### config.mk
export PLATFORM = sky130hd
export DESIGN_NAME = load_store_unit_flat
export DESIGN_NICKNAME = d
export VERILOG_FILES = /design/src/rtl/load_store_unit_pkg.sv /design/src/rtl/load_store_unit_if.sv /design/src/rtl/lsu_lane_align.sv /design/src/rtl/load_store_unit.sv /design/src/flat_wrapper.sv
export SDC_FILE = /design/constraint.sdc
export NUM_CORES = 1
export LEC_CHECK = 0
export CAP_MARGIN = 20
export CELL_PAD_IN_SITES_DETAIL_PLACEMENT = 2
export CELL_PAD_IN_SITES_GLOBAL_PLACEMENT = 2
export CORE_MARGIN = 8
export CORE_UTILIZATION = 27
export DETAILED_ROUTE_END_ITERATION = 7
export PLACE_DENSITY = 0.8
export SLEW_MARGIN = 20
export SYNTH_ARGS = -nofsm -noshare
export SYNTH_HDL_FRONTEND = slang
export SYNTH_SLANG_ARGS = --single-unit
### constraint.sdc
create_clock -name clk -period 4 [get_ports clk]
set_clock_uncertainty 0.2 [all_clocks]
set_input_delay 0.4 -clock clk [delete_from_list [all_inputs] [get_ports clk]]
set_output_delay 0.4 -clock clk [all_outputs]
set_load 0.03 [all_outputs]
### src/rtl/load_store_unit_pkg.sv
// Shared load/store definitions: op and state encodings plus lane helpers.
// Imported by the LSU and by CPU-side logic that issues requests.
package load_store_unit_pkg;

    typedef enum logic [2:0] {
        OP_LB  = 3'd0,
        OP_LBU = 3'd1,
        OP_LH  = 3'd2,
        OP_LHU = 3'd3,
        OP_LW  = 3'd4,
        OP_SB  = 3'd5,
        OP_SH  = 3'd6,
        OP_SW  = 3'd7
    } op_e;

    typedef enum logic [1:0] {
        ST_IDLE   = 2'd0,
        ST_ACCESS = 2'd1,
        ST_RESP   = 2'd2
    } state_e;

    typedef enum logic [1:0] {
        SZ_B = 2'd0,
        SZ_H = 2'd1,
        SZ_W = 2'd2
    } size_e;

    // Width of the byte-lane index inside one bus word.
    function automatic int unsigned lane_sel_w(input int unsigned data_w);
        return $clog2(data_w / 8);
    endfunction

    function automatic size_e op_size(input op_e op);
        case (op)
            OP_LB, OP_LBU, OP_SB: return SZ_B;
            OP_LH, OP_LHU, OP_SH: return SZ_H;
            default:              return SZ_W;
        endcase
    endfunction

    function automatic logic op_is_store(input op_e op);
        return (op == OP_SB) || (op == OP_SH) || (op == OP_SW);
    endfunction

endpackage

### src/rtl/load_store_unit_if.sv
// CPU-side request/response channel of the load/store unit.
interface load_store_unit_if #(
    parameter int unsigned DATA_W = 32,
    parameter int unsigned ADDR_W = 16,
    parameter int unsigned RD_W   = 3
);
    logic              req_valid;
    logic              req_ready;
    logic [2:0]        req_op;
    logic [ADDR_W-1:0] req_addr;
    logic [DATA_W-1:0] req_wdata;
    logic [RD_W-1:0]   req_rd;
    logic              resp_valid;
    logic [DATA_W-1:0] resp_data;
    logic [RD_W-1:0]   resp_rd;
    logic              resp_err;

    modport master (
        output req_valid, req_op, req_addr, req_wdata, req_rd,
        input  req_ready, resp_valid, resp_data, resp_rd, resp_err
    );

    modport slave (
        input  req_valid, req_op, req_addr, req_wdata, req_rd,
        output req_ready, resp_valid, resp_data, resp_rd, resp_err
    );
endinterface

### src/rtl/lsu_lane_align.sv
// Combinational lane logic: byte enables, store replication, load extraction
// with sign/zero extension, and alignment check.
module lsu_lane_align
    import load_store_unit_pkg::*;
#(
    parameter int unsigned DATA_W = 32
) (
    input  op_e                             op,
    input  logic [lane_sel_w(DATA_W)-1:0]   lane,
    input  logic [DATA_W-1:0]               wdata,
    input  logic [DATA_W-1:0]               rdata,
    output logic [DATA_W/8-1:0]             be_c,
    output logic [DATA_W-1:0]               wdata_c,
    output logic [DATA_W-1:0]               rdata_c,
    output logic                            misalign_c
);
    localparam int unsigned NB     = DATA_W / 8;
    localparam int unsigned LANE_W = lane_sel_w(DATA_W);

    size_e             sz;
    logic [LANE_W-1:0] lane_h;
    logic [7:0]        byte_v;
    logic [15:0]       half_v;

    always_comb begin
        sz         = op_size(op);
        lane_h     = lane & ~LANE_W'(1);
        byte_v     = 8'(rdata >> {lane, 3'b000});
        half_v     = 16'(rdata >> {lane_h, 3'b000});
        be_c       = '1;
        wdata_c    = wdata;
        rdata_c    = rdata;
        misalign_c = 1'b0;
        case (sz)
            SZ_B: begin
                be_c    = NB'(1) << lane;
                wdata_c = {NB{wdata[7:0]}};
                rdata_c = (op == OP_LB) ? DATA_W'($signed(byte_v)) : DATA_W'(byte_v);
            end
            SZ_H: begin
                be_c       = NB'(3) << lane_h;
                wdata_c    = {(NB/2){wdata[15:0]}};
                rdata_c    = (op == OP_LH) ? DATA_W'($signed(half_v)) : DATA_W'(half_v);
                misalign_c = lane[0];
            end
            default: begin
                misalign_c = |lane;
            end
        endcase
    end

endmodule

### src/rtl/load_store_unit.sv
// Single-outstanding load/store unit: accepts one CPU request, runs one
// memory access with timeout, and returns a one-cycle response.
module load_store_unit
    import load_store_unit_pkg::*;
#(
    parameter int unsigned DATA_W  = 32,
    parameter int unsigned ADDR_W  = 16,
    parameter int unsigned RD_W    = 3,
    parameter int unsigned TIMEOUT = 255
) (
    input  logic                                   clk,
    input  logic                                   rst,
    load_store_unit_if.slave                       cpu,
    output logic                                   mem_req,
    output logic                                   mem_we,
    output logic [ADDR_W-lane_sel_w(DATA_W)-1:0]   mem_addr,
    output logic [DATA_W/8-1:0]                    mem_be,
    output logic [DATA_W-1:0]                      mem_wdata,
    input  logic [DATA_W-1:0]                      mem_rdata,
    input  logic                                   mem_ack
);
    localparam int unsigned NB      = DATA_W / 8;
    localparam int unsigned LANE_W  = lane_sel_w(DATA_W);
    localparam int unsigned MADDR_W = ADDR_W - LANE_W;
    localparam int unsigned CNT_W   = $clog2(TIMEOUT + 1);

    state_e              state_q, state_d;
    op_e                 op_q, op_d, sel_op;
    logic [LANE_W-1:0]   lane_q, lane_d, sel_lane;
    logic [CNT_W-1:0]    cnt_q, cnt_d;
    logic                mem_req_d, mem_we_d;
    logic [MADDR_W-1:0]  mem_addr_d;
    logic [NB-1:0]       mem_be_d;
    logic [DATA_W-1:0]   mem_wdata_d;
    logic                req_ready_q, req_ready_d;
    logic                resp_valid_q, resp_valid_d;
    logic [DATA_W-1:0]   resp_data_q, resp_data_d;
    logic [RD_W-1:0]     resp_rd_q, resp_rd_d;
    logic                resp_err_q, resp_err_d;
    logic [NB-1:0]       be_c;
    logic [DATA_W-1:0]   wdata_c, rdata_c;
    logic                misalign_c;

    assign cpu.req_ready  = req_ready_q;
    assign cpu.resp_valid = resp_valid_q;
    assign cpu.resp_data  = resp_data_q;
    assign cpu.resp_rd    = resp_rd_q;
    assign cpu.resp_err   = resp_err_q;

    // Aligner sees the incoming request while idle, the latched one afterwards.
    always_comb begin
        sel_op   = (state_q == ST_IDLE) ? op_e'(cpu.req_op) : op_q;
        sel_lane = (state_q == ST_IDLE) ? cpu.req_addr[LANE_W-1:0] : lane_q;
    end

    lsu_lane_align #(.DATA_W(DATA_W)) u_align (
        .op         (sel_op),
        .lane       (sel_lane),
        .wdata      (cpu.req_wdata),
        .rdata      (mem_rdata),
        .be_c       (be_c),
        .wdata_c    (wdata_c),
        .rdata_c    (rdata_c),
        .misalign_c (misalign_c)
    );

    always_comb begin
        state_d     = state_q;
        op_d        = op_q;
        lane_d      = lane_q;
        cnt_d       = cnt_q;
        mem_req_d   = mem_req;
        mem_we_d    = mem_we;
        mem_addr_d  = mem_addr;
        mem_be_d    = mem_be;
        mem_wdata_d = mem_wdata;
        resp_data_d = resp_data_q;
        resp_rd_d   = resp_rd_q;
        resp_err_d  = resp_err_q;
        case (state_q)
            ST_IDLE: begin
                if (cpu.req_valid) begin
                    op_d      = sel_op;
                    lane_d    = sel_lane;
                    resp_rd_d = cpu.req_rd;
                    cnt_d     = CNT_W'(1);
                    if (misalign_c) begin
                        state_d     = ST_RESP;
                        resp_err_d  = 1'b1;
                        resp_data_d = '0;
                    end else begin
                        state_d     = ST_ACCESS;
                        mem_req_d   = 1'b1;
                        mem_we_d    = op_is_store(sel_op);
                        mem_addr_d  = cpu.req_addr[ADDR_W-1:LANE_W];
                        mem_be_d    = be_c;
                        mem_wdata_d = wdata_c;
                    end
                end
            end
            ST_ACCESS: begin
                // An ack in the final counted cycle still wins over the timeout.
                if (mem_ack) begin
                    state_d     = ST_RESP;
                    mem_req_d   = 1'b0;
                    resp_err_d  = 1'b0;
                    resp_data_d = op_is_store(op_q) ? '0 : rdata_c;
                end else if (cnt_q == CNT_W'(TIMEOUT)) begin
                    state_d     = ST_RESP;
                    mem_req_d   = 1'b0;
                    resp_err_d  = 1'b1;
                    resp_data_d = '0;
                end else begin
                    cnt_d = cnt_q + CNT_W'(1);
                end
            end
            ST_RESP: state_d = ST_IDLE;
            default: state_d = ST_IDLE;
        endcase
        resp_valid_d = (state_d == ST_RESP);
        req_ready_d  = (state_d == ST_IDLE);
    end

    always_ff @(posedge clk or posedge rst) begin
        if (rst) begin
            state_q      <= ST_IDLE;
            op_q         <= OP_LB;
            lane_q       <= '0;
            cnt_q        <= '0;
            mem_req      <= 1'b0;
            mem_we       <= 1'b0;
            mem_addr     <= '0;
            mem_be       <= '0;
            mem_wdata    <= '0;
            req_ready_q  <= 1'b1;
            resp_valid_q <= 1'b0;
            resp_data_q  <= '0;
            resp_rd_q    <= '0;
            resp_err_q   <= 1'b0;
        end else begin
            state_q      <= state_d;
            op_q         <= op_d;
            lane_q       <= lane_d;
            cnt_q        <= cnt_d;
            mem_req      <= mem_req_d;
            mem_we       <= mem_we_d;
            mem_addr     <= mem_addr_d;
            mem_be       <= mem_be_d;
            mem_wdata    <= mem_wdata_d;
            req_ready_q  <= req_ready_d;
            resp_valid_q <= resp_valid_d;
            resp_data_q  <= resp_data_d;
            resp_rd_q    <= resp_rd_d;
            resp_err_q   <= resp_err_d;
        end
    end

endmodule

### src/flat_wrapper.sv
// flat-port wrapper written by rule: the top's interface ports become plain ports
module load_store_unit_flat import load_store_unit_pkg::*;
#(
    parameter int unsigned DATA_W  = 32,
    parameter int unsigned ADDR_W  = 16,
    parameter int unsigned RD_W    = 3,
    parameter int unsigned TIMEOUT = 255
)
  (clk, rst, mem_req, mem_we, mem_addr, mem_be, mem_wdata, mem_rdata, mem_ack, cpu_req_valid, cpu_req_op, cpu_req_addr, cpu_req_wdata, cpu_req_rd, cpu_req_ready, cpu_resp_valid, cpu_resp_data, cpu_resp_rd, cpu_resp_err);
  load_store_unit_if #(.DATA_W(DATA_W), .ADDR_W(ADDR_W), .RD_W(RD_W)) cpu_i ();
  input  logic clk;
  input  logic rst;
  output logic mem_req;
  output logic mem_we;
  output logic [ADDR_W-lane_sel_w(DATA_W)-1:0] mem_addr;
  output logic [DATA_W/8-1:0] mem_be;
  output logic [DATA_W-1:0] mem_wdata;
  input  logic [DATA_W-1:0] mem_rdata;
  input  logic mem_ack;
  input wire logic [$bits(cpu_i.req_valid)-1:0] cpu_req_valid;
  input wire logic [$bits(cpu_i.req_op)-1:0] cpu_req_op;
  input wire logic [$bits(cpu_i.req_addr)-1:0] cpu_req_addr;
  input wire logic [$bits(cpu_i.req_wdata)-1:0] cpu_req_wdata;
  input wire logic [$bits(cpu_i.req_rd)-1:0] cpu_req_rd;
  output wire logic [$bits(cpu_i.req_ready)-1:0] cpu_req_ready;
  output wire logic [$bits(cpu_i.resp_valid)-1:0] cpu_resp_valid;
  output wire logic [$bits(cpu_i.resp_data)-1:0] cpu_resp_data;
  output wire logic [$bits(cpu_i.resp_rd)-1:0] cpu_resp_rd;
  output wire logic [$bits(cpu_i.resp_err)-1:0] cpu_resp_err;
  assign cpu_i.req_valid = cpu_req_valid;
  assign cpu_i.req_op = cpu_req_op;
  assign cpu_i.req_addr = cpu_req_addr;
  assign cpu_i.req_wdata = cpu_req_wdata;
  assign cpu_i.req_rd = cpu_req_rd;
  assign cpu_req_ready = cpu_i.req_ready;
  assign cpu_resp_valid = cpu_i.resp_valid;
  assign cpu_resp_data = cpu_i.resp_data;
  assign cpu_resp_rd = cpu_i.resp_rd;
  assign cpu_resp_err = cpu_i.resp_err;
  load_store_unit #(.DATA_W(DATA_W), .ADDR_W(ADDR_W), .RD_W(RD_W), .TIMEOUT(TIMEOUT)) u_core (.clk(clk), .rst(rst), .cpu(cpu_i), .mem_req(mem_req), .mem_we(mem_we), .mem_addr(mem_addr), .mem_be(mem_be), .mem_wdata(mem_wdata), .mem_rdata(mem_rdata), .mem_ack(mem_ack));
endmodule
==> key figures <==
Floorplanning
  • Die outline area: 23360 sq um
  • Core area: 18520 sq um
  • DIE HEIGHT: 152.8 microns
  • Initial core utilization: 0.2730
  • Row count: 50
  • Die Span X: 152.8 microns
  • # IOs: 180

CTS
  • H-tree depth: 3
  • Number of buffers created by CTS: 9
  • Num Clock Sinks: 105
  • Source-to-sink clock delay at the later pin of the worst-skew pair: 360 ps
  • Post-CTS Setup Inserts: 0
  • Clock transition at the registers of the reported paths: 70 ps
  • Clk Tree Root Cell: clkbuf_16
  • Hold-fix buffer count after cts: 0
  • Count of cells resized by post-cts repair: 0
  • CTS tree: done
  • Maximum clock insertion buffer count: 2

Placement
  • Post-Place Worst Slack: 547.8 ps
  • Final GP Congestion: 0.7836
  • Final HPWL DP: 15850 microns
  • Number of cells in the design after placement: 909
  • Number of port buffers: 179

Worst setup path
  • Element type at the critical path end: flip-flop
  • CP required: 4010 ps
  • Worst Path Arrival: 3390 ps
  • Largest fanout of any net on the critical path: 17
  • Startpoint type of the worst setup path: flip-flop
  • Worst setup path category: flip-flop to flip-flop

STA
  • Setup ws final: 622.6 ps
  • Post-route clock period utilization: 0.8443
  • Total setup violations reported at the end of the flow: 0
  • Hold violation count in the final report: 0
  • Worst-margin pin slew: 722.3 ps
  • TNS Setup: 0 ps
  • Min Clock Period, post-route: 3377 ps
  • Maximum achievable frequency: 296.1 MHz
  • Max_slew headroom: 0.5162
  • RSZ-0062 raised after global routing: false
  • Count of pins over their slew limit: 0

GRT
  • GRT Util Overall: 0.1802
  • Global-route wire length before repair: 32920 microns
  • Pin count of the biggest net entering global routing: 79
  • Number of antenna violations at the first check in global routing: 1
  • Via count of the first global-routing pass: 5505
  • Total gr overflow: 0

Drt
  • Antenna violation net count after detailed routing: 0
  • Routed wire length per instance: 22.35 microns
  • Routed vias/inst: 5.205
  • Total routed wirelength: 20670 microns
  • Total iterations of the first detailed-routing run: 4
  • Detailed Route Iter0 Violations: 216
  • DRC Markers: 0
  • Vias after detailed routing: 4815

Synth
  • Number of enable flip-flop cells after synthesis: 0
  • Number of register bits inferred by synthesis: 105
  • Count of synthesis-stage warnings from yosys: 0
  • Cell accounting for the most synthesized area: dfrtp_1
  • Synthesized netlist net count: 609
  • Primary flip-flop cell chosen by synthesis mapping: dfrtp_1
  • Simple-gate area share of the yosys netlist: 0.1722
  • Async set or reset register ratio after synthesis: 1.000
  • Xor-xnor portion of the synthesized cell area: 0.006929
  • Largest cells by area after synthesis: dfrtp_1 (51%), nand2_1 (6.1%), mux2_2 (5.1%)
  • Area share of the largest cell type after synthesis: 0.5147
  • Sequential area share after synthesis: 0.5199
  • Main combinational cell family by area after synthesis: compound AO/OA/AOI/OAI gates
  • Synthesized area per cell: 9.761 sq um
  • Cell Area, Synth: 5056 sq um
  • Cell count after synthesis: 518
  • Compound-gate portion of the synthesized area: 0.1920
  • Synth top cells by count: dfrtp_1 (104), nand2_1 (82), nor2_1 (57), a21oi_1 (43), o21ai_0 (37)
  • Count of cell types in the netlist: 62
  • Adder-cell share of the synthesized area: 0.002475
  • Mux share of post-synthesis cell area: 0.06756
  • Most frequent cell after synthesis: dfrtp_1

Final layout
  • Share of layout cells above drive strength 1: 0.09262
  • Layout overhead on the synthesized area: 46.33%
  • Net total in the final layout: 777
  • Total of fill cells in the finished design: 1989
  • Final cell count without fillers: 925
  • Final design utilization: 0.3995
  • Inserted Diodes: 0

Power
  • Worst supply voltage drop on vdd: 0.3394 mV
  • Cell Pwr Density: 874.8 nW/um^2
  • Total Power Consumption: 6.472 mW
  • Leakage power: 3.090 nW

Run status
  • Result of the run: finished, final reports clean

Run
  • MaxCap Viol Count: 0

Min path
  • Tightest Hold Check Type: input pin to asynchronous set/reset pin
==> kinds of logic (layout without fill, tap and decap cells) <==
family                     Yosys count  count (layout)
buffers and inverters               38             211
AOI/OAI and AO/OA                  147             147
and+or+nand+nor                    192             192
xor gates and xnor gates             4               4
muxes                               31              31
adders and majority gates            1               1
DFF                                105             105
==> final timing paths <==
path,to,slack (ps),from,depth (start not counted)
max in group asynchronous,u_core.cpu.req_ready,2530,rst,3
worst max-delay path,u_core.cpu.resp_data[24],620,u_core.state_q[1],6
worst max register to register,u_core.cpu.resp_data[24],620,u_core.state_q[1],6
worst min-delay path,u_core.mem_wdata[6],250,rst,2
min in group clk,u_core.cpu.resp_data[27],290,u_core.cpu.resp_data[27],2
worst min register to register,u_core.cpu.resp_data[27],290,u_core.cpu.resp_data[27],2
==> critical path, stage by stage (launching register included) <==
cell and delay, ps:
dfrtp_1 600, o21ai_0 460, and2_1 630, mux2_2 470, o311ai_1 300, o31a_2 390, o21ai_0 180
==> final cells by class <==
| class | instances | area (sq um) | area share |
|---|---|---|---|
| sequential | 105 | 2629 | 0.3553 |
| inverter | 6 | 25.02 | 0.003382 |
| tap | 234 | 292.8 | 0.03957 |
| multi-input combinational | 375 | 2231 | 0.3015 |
| clock inverter | 6 | 90.09 | 0.01218 |
| timing repair buffer | 189 | 1892 | 0.2557 |
| clock buffer | 10 | 239.0 | 0.03230 |
==> cell usage in the layout (no fill, tap or decap), drive strengths merged, types with 3 or more instances in the layout <==
cell           netlist  final
clkdlybuf4s50        0    179
dfrtp              104    104
nand2               82     82
nor2                59     59
a21oi               44     44
o21ai               38     38
mux2                25     25
a31oi               16     16
a221oi              12     12
and3                10     10
clkbuf               8     10
buf                 24     10
a221o                8      8
nand3                7      7
inv                  6      7
and2                 6      6
mux2i                6      6
nor3                 6      6
xor2                 4      4
or2                  3      3
o21a                 3      3
nand4                3      3
nor4b                3      3
o221ai               3      3
o22ai                3      3
o211ai               3      3
==> layer usage <==
| metal | up-vias | part of all wire | GRT usage |
|---|---|---|---|
| li1 | 2198 | - | - |
| met1 | 2423 | 0.42 | 0.2120 |
| met2 | 161 | 0.49 | 0.3067 |
| met3 | 31 | 0.065 | 0.05300 |
| met4 | 2 | 0.023 | 0.06598 |
| met5 | - | 0.00063 | 0 |
==> stage by stage <==
stage / area (sq um) / hold WS (ps)
after floorplan: 5056 / 251.6
after global placement: 7069 / 265.3
after detailed placement: 7069 / 281.4
after CTS: 7398 / 277.5
after global routing: 7398 / 302.4
final: 7398 / 246.9
==> registers in the layout (all words and copies together) (netlist names), 2 cells and up <==
| register | cells |
|---|---|
| u_core.mem_addr | 14 |
| u_core.op_q | 3 |
| u_core.cpu.resp_data | 32 |
| u_core.cpu.resp_rd | 3 |
| u_core.state_q | 2 |
| u_core.lane_q | 2 |
| u_core.mem_be | 4 |
| u_core.cnt_q | 8 |
| u_core.mem_wdata | 32 |
==> report_power, final <==
group          switching (mW)  internal, mW
Clock                   0.422         0.569
Sequential              0.315          1.50
Combinational            2.24          1.43
Note: power is estimated with default switching activity, not from simulation.
